File: src/rtl/sr_drv_pkg.sv
// Shared definitions for the SR flip-flop pulse driver.
//   state_t      - FSM state encoding
//   PULSE_W_DEF  - default number of drive cycles per command
//   TIMEOUT_DEF  - default number of confirmation-wait cycles
//   CNT_W        - width of the shared pulse/wait counter
//   cnt_sat_inc  - saturating counter increment
package sr_drv_pkg;

  typedef enum logic [1:0] {
    ST_IDLE  = 2'd0,
    ST_PULSE = 2'd1,
    ST_WAIT  = 2'd2,
    ST_RESP  = 2'd3
  } state_t;

  localparam int PULSE_W_DEF = 2;
  localparam int TIMEOUT_DEF = 8;
  localparam int CNT_W       = 8;

  function automatic logic [CNT_W-1:0] cnt_sat_inc(input logic [CNT_W-1:0] c);
    return (c == {CNT_W{1'b1}}) ? c : c + 1'b1;
  endfunction

endpackage

File: src/rtl/sr_pulse_driver.sv
// Drives an external SR flip-flop to a requested level and confirms it via
// the Q feedback.
//   clk        in   clock, rising edge
//   rst        in   asynchronous active-high reset
//   req_valid  in   command offered
//   req_val    in   requested Q level
//   req_ready  out  driver idle and able to accept a command
//   S, R       out  set / reset drive (never both high)
//   enable     out  enable drive, high only while pulsing
//   q_fb       in   Q from the driven flop, synchronous to clk
//   done       out  one-cycle completion strobe
//   err        out  confirmation timed out (valid with done only)
//
// state    | meaning
// ---------+-------------------------------------------------------
// ST_IDLE  | ready for a command
// ST_PULSE | driving S/R with enable for PULSE_W cycles
// ST_WAIT  | watching q_fb for the target level, up to TIMEOUT cycles
// ST_RESP  | one-cycle done strobe, err reports a timeout
module sr_pulse_driver
  import sr_drv_pkg::*;
#(
  parameter int PULSE_W = PULSE_W_DEF,
  parameter int TIMEOUT = TIMEOUT_DEF
) (
  input  logic clk,
  input  logic rst,
  input  logic req_valid,
  input  logic req_val,
  output logic req_ready,
  output logic S,
  output logic R,
  output logic enable,
  input  logic q_fb,
  output logic done,
  output logic err
);

  localparam logic [CNT_W-1:0] PULSE_LAST = CNT_W'(PULSE_W);
  localparam logic [CNT_W-1:0] WAIT_LAST  = CNT_W'(TIMEOUT);
  localparam logic [CNT_W-1:0] CNT_ONE    = CNT_W'(1);

  state_t           state, state_nxt;
  logic [CNT_W-1:0] cnt, cnt_nxt;
  logic             target, target_nxt;
  logic             s_nxt, r_nxt, en_nxt, done_nxt, err_nxt, ready_nxt;

  always_ff @(posedge clk or posedge rst) begin
    if (rst) begin
      state     <= ST_IDLE;
      cnt       <= '0;
      target    <= 1'b0;
      S         <= 1'b0;
      R         <= 1'b0;
      enable    <= 1'b0;
      done      <= 1'b0;
      err       <= 1'b0;
      req_ready <= 1'b0;
    end else begin
      state     <= state_nxt;
      cnt       <= cnt_nxt;
      target    <= target_nxt;
      S         <= s_nxt;
      R         <= r_nxt;
      enable    <= en_nxt;
      done      <= done_nxt;
      err       <= err_nxt;
      req_ready <= ready_nxt;
    end
  end

  always_comb begin
    state_nxt  = state;
    cnt_nxt    = cnt;
    target_nxt = target;
    err_nxt    = 1'b0;

    case (state)
      ST_IDLE: begin
        // req_ready stays low in IDLE for the first cycle after reset, so
        // the handshake must use the registered ready, not the state alone.
        if (req_valid && req_ready) begin
          target_nxt = req_val;
          cnt_nxt    = CNT_ONE;
          state_nxt  = (req_val == q_fb) ? ST_RESP : ST_PULSE;
        end
      end
      ST_PULSE: begin
        if (cnt >= PULSE_LAST) begin
          state_nxt = ST_WAIT;
          cnt_nxt   = CNT_ONE;
        end else begin
          cnt_nxt = cnt_sat_inc(cnt);
        end
      end
      ST_WAIT: begin
        // A match wins over the timeout on the final wait cycle.
        if (q_fb == target) begin
          state_nxt = ST_RESP;
        end else if (cnt >= WAIT_LAST) begin
          state_nxt = ST_RESP;
          err_nxt   = 1'b1;
        end else begin
          cnt_nxt = cnt_sat_inc(cnt);
        end
      end
      ST_RESP: state_nxt = ST_IDLE;
      default: state_nxt = ST_IDLE;
    endcase

    // Outputs are registered from the next state so they line up with it.
    en_nxt    = (state_nxt == ST_PULSE);
    s_nxt     = en_nxt && target_nxt;
    r_nxt     = en_nxt && !target_nxt;
    done_nxt  = (state_nxt == ST_RESP);
    ready_nxt = (state_nxt == ST_IDLE);
  end

endmodule

File: config.mk
export PLATFORM = sky130hd
export DESIGN_NAME = sr_pulse_driver
export DESIGN_NICKNAME = d
export VERILOG_FILES = /design/src/rtl/sr_drv_pkg.sv /design/src/rtl/sr_pulse_driver.sv
export SDC_FILE = /design/constraint.sdc
export NUM_CORES = 1
export LEC_CHECK = 0
export BUFFER_PORTS_ARGS = -buffer_cell sky130_fd_sc_hd__clkbuf_2
export CORE_MARGIN = 8
export CORE_UTILIZATION = 30
export DETAILED_ROUTE_END_ITERATION = 6
export GPL_ROUTABILITY_DRIVEN = 0
export REMOVE_ABC_BUFFERS = 1
export SLEW_MARGIN = 20
export SYNTH_ARGS = -nofsm -noshare
export SYNTH_HDL_FRONTEND = slang
export SYNTH_SLANG_ARGS = --single-unit
File: constraint.sdc
create_clock -name clk -period 5.3 [get_ports clk]
set_clock_uncertainty 0.05 [all_clocks]
set_input_delay 1.06 -clock clk [delete_from_list [all_inputs] [get_ports clk]]
set_output_delay 1.06 -clock clk [all_outputs]
set_load 0.02 [all_outputs]
==> qor.csv <==
metric;value;unit
run status;complete, no violations;
Main synth FF type;sky130_fd_sc_hd__dfrtp_1;
Root Buffer;sky130_fd_sc_hd__clkbuf_4;
CP startpoint;q_fb;
TritonCTS clock tree;built;
r2r setup slk;3.32;ns
share of the synthesized area in the top cell type;45.6;%
drt total wl;1.96;mm
placed insts;132;
Max-Cap Viols;0;
sequential power share;34.8;%
CP endpoint;cnt[1]$_DFFE_PP0P_;
Ant. Diodes;0;
Cell Area, Synth;933;um^2
reg2reg end;cnt[1]$_DFFE_PP0P_;
clock power share;12.1;%
most numerous cell types in the synthesized netlist;sky130_fd_sc_hd__dfrtp_1 (17), sky130_fd_sc_hd__ha_1 (7), sky130_fd_sc_hd__inv_1 (6), sky130_fd_sc_hd__nor2_1 (6), sky130_fd_sc_hd__a21oi_1 (5);
Peak VDD IR;0.000101;V
total half-perimeter wirelength after legalization and detailed placement;1.55;mm
most area-consuming cells after synthesis;sky130_fd_sc_hd__dfrtp_1 (46%), sky130_fd_sc_hd__ha_1 (9.4%), sky130_fd_sc_hd__a21oi_1 (2.7%);
Post CTS Setup Buffer Count;0;
power share of the combinational group;53.1;%
data arrival time of the worst path;2.18;ns
Skew-Pair Late Insertion Delay;0.29;ns
total count of max-transition violations in the final report;0;
signed area change from the synthesized netlist to the final layout;11.5;%
Peak Freq;480;MHz
Worst slew margin;58.8;%
global-route wire length before repair;3.30;mm
largest buffer count on any clock path;2;
endpoints failing setup;0;
buffers added on ports;10;
sequential cell area fraction in the yosys report;45.6;%
ratio of final minimum period to clock period;39.3;%
share of synthesized registers carrying an async set or reset;100;%
TNS Setup;0;ns
Worst setup EP type;flop;
count of H-tree levels built during CTS;1;
most frequent cell after synthesis;sky130_fd_sc_hd__dfrtp_1;
number of antenna violations at the first check in global routing;0;
horizontal extent of the die;71.8;um
required time reported for the critical path endpoint;5.39;ns
Critical Setup Path Class;in2reg;
depth of the most critical reg-to-reg path;4;
synthesized instance count;90;
CP cell instances;clkbuf_2 > xnor2_1 > o31ai_4 > and2_1 > o22ai_1;
number of vias after detailed routing;753;
overall die height;71.8;um
effective utilization at floorplan;31.1;%
number of synthesized register bits;17;
number of global-route vias before repair;717;
maximum number of pins on one net before global-route repair;18;
post-synthesis cell type count;33;
site row count;20;
Ports;11;
P per Cell Area;534;mW/mm^2
Std-Cell Core Area;0.00300;mm^2
Leakage;0.489;nW
Setup crit start kind;primary input;
quantity of gates resized following cts;0;
non-filler instance count after layout;136;
net switching fraction of the power;45.0;%
number of antenna-violating nets in the routed design;0;
Pre-antenna DRT Iters;4;
startpoint of the worst-slack reg-to-reg timing path;cnt[5]$_DFFE_PP0P_;
leftover overflow at the end of global routing;0;
hold_buf cts;0;
switching power;0.250;mW
cell type contributing the most total cell area after synthesis;sky130_fd_sc_hd__dfrtp_1;
crit path max fanout;8;
Total GRT Usage;8.22;%
Worst-path clk slew;0.10;ns
fraction of final layout cells sized beyond drive strength 1;17.5;%
count of endpoints failing hold in the final timing report;0;
number of enable-type register cells in the synthesized netlist;0;
mean number of vias per cell;5.54;
Slew @ Worst Pin;0.618;ns
fin crit period;2.08;ns
number of nets in the layout;116;
Post-Syn Area per Cell;10.4;um^2
unrepaired setup endpoints after global routing;false;
total CTS buffers;3;
number of DRC violations after detailed routing;0;
Die ar.;0.00515;mm^2
sinks on the clock net;17;
number of warnings reported in the yosys synthesis log;0;
kind of path behind the tightest hold check;reg2reg;
routed wirelength normalized by instance count;14.4;um
count of routing violations after the opening detailed-route iteration;49;
internal power;0.306;mW
worst stage delay on the critical path;0.36;ns
Critical Path Slowest Stage Cell;sky130_fd_sc_hd__o31ai_4;
==> worst max-delay path: cells and delay by family <==
family                    cells  cell delay, ns
AOI/OAI and AO/OA             2            0.49
xor gates and xnor gates      1            0.19
buffers and inverters         1            0.10
and+or+nand+nor               1            0.34
==> placed cells by master (no fill, tap or decap), types with 2 or more instances in the layout <==
master and instances:
sky130_fd_sc_hd__a32oi_1 2, sky130_fd_sc_hd__a31oi_1 3, sky130_fd_sc_hd__nand2_1 4, sky130_fd_sc_hd__dfrtp_1 17
sky130_fd_sc_hd__nor4_1 2, sky130_fd_sc_hd__nor3b_1 2, sky130_fd_sc_hd__and2_1 4, sky130_fd_sc_hd__ha_1 7
sky130_fd_sc_hd__xnor2_1 2, sky130_fd_sc_hd__and3_1 2, sky130_fd_sc_hd__or4_1 2, sky130_fd_sc_hd__nor3_1 4
sky130_fd_sc_hd__clkbuf_2 10, sky130_fd_sc_hd__a21oi_1 5, sky130_fd_sc_hd__nand3_1 4, sky130_fd_sc_hd__inv_1 6
sky130_fd_sc_hd__nor2b_1 2, sky130_fd_sc_hd__nor2_1 6, sky130_fd_sc_hd__clkbuf_4 3
==> logic make-up after synthesis <==
family / count (synthesis) / synth area share, %
simple gates: 35 / 21.0
compound gates: 21 / 17.3
flops: 17 / 45.6
buf+inv: 7 / 3.62
fa+ha+maj: 7 / 9.38
xor+xnor: 2 / 1.88
mux: 1 / 1.21
==> stage by stage <==
step	hold slack [ns]	setup slack, ns	instance area, um^2	power, mW	utilization [%]
after floorplan	0.476	3.18	922	0.415	-
after global placement	0.496	2.96	1010	0.481	33.8
after detailed placement	0.527	2.88	1010	0.492	33.8
after CTS	0.549	3.19	1040	0.561	34.7
after global routing	0.566	3.09	1040	0.611	34.7
final	0.543	3.22	1040	0.555	34.7
==> routing by layer <==
metal | share of wire [%] | track usage (%) | vias up
li1 | - | - | 364
met1 | 41 | 9.84 | 361
met2 | 50 | 12.3 | 23
met3 | 5.9 | 1.95 | 5
met4 | 3.0 | 6.35 | 0
met5 | 0 | 0 | -
==> registers in the layout, indices dropped and copies added (netlist names) <==
name / cells
R: 1
S: 1
cnt: 8
done: 1
enable: 1
err: 1
req_ready: 1
state: 2
target: 1
==> final cells by class <==
cell class | instances | area (um^2)
sequential | 17 | 425
clock inverter | 1 | 5.00
inverter | 6 | 22.5
tap | 33 | 41.3
multi-input combinational | 66 | 474
timing repair buffer | 10 | 50.0
fill | 298 | 1960
clock buffer | 3 | 22.5
==> power groups by stage <==
stage / clock network, mW / registers (mW) / logic, mW
2_1_floorplan: 0 / 0.204 / 0.212
3_3_place_gp: 0 / 0.195 / 0.286
3_5_place_dp: 0 / 0.197 / 0.295
4_1_cts: 0.0704 / 0.194 / 0.297
5_1_grt: 0.0776 / 0.198 / 0.336
6_report: 0.0672 / 0.194 / 0.295
==> how the worst min path moves through the flow <==
stage                                 from               end  cells after the start
after floorplan           target$_DFF_PP0_  target$_DFF_PP0_                      1
after detailed placement  target$_DFF_PP0_  target$_DFF_PP0_                      1
final                     target$_DFF_PP0_  target$_DFF_PP0_                      1
after global placement    target$_DFF_PP0_  target$_DFF_PP0_                      1
after global routing      target$_DFF_PP0_  target$_DFF_PP0_                      1
after CTS                 target$_DFF_PP0_  target$_DFF_PP0_                      1
No activity file was read; power rests on OpenSTA's default activity.
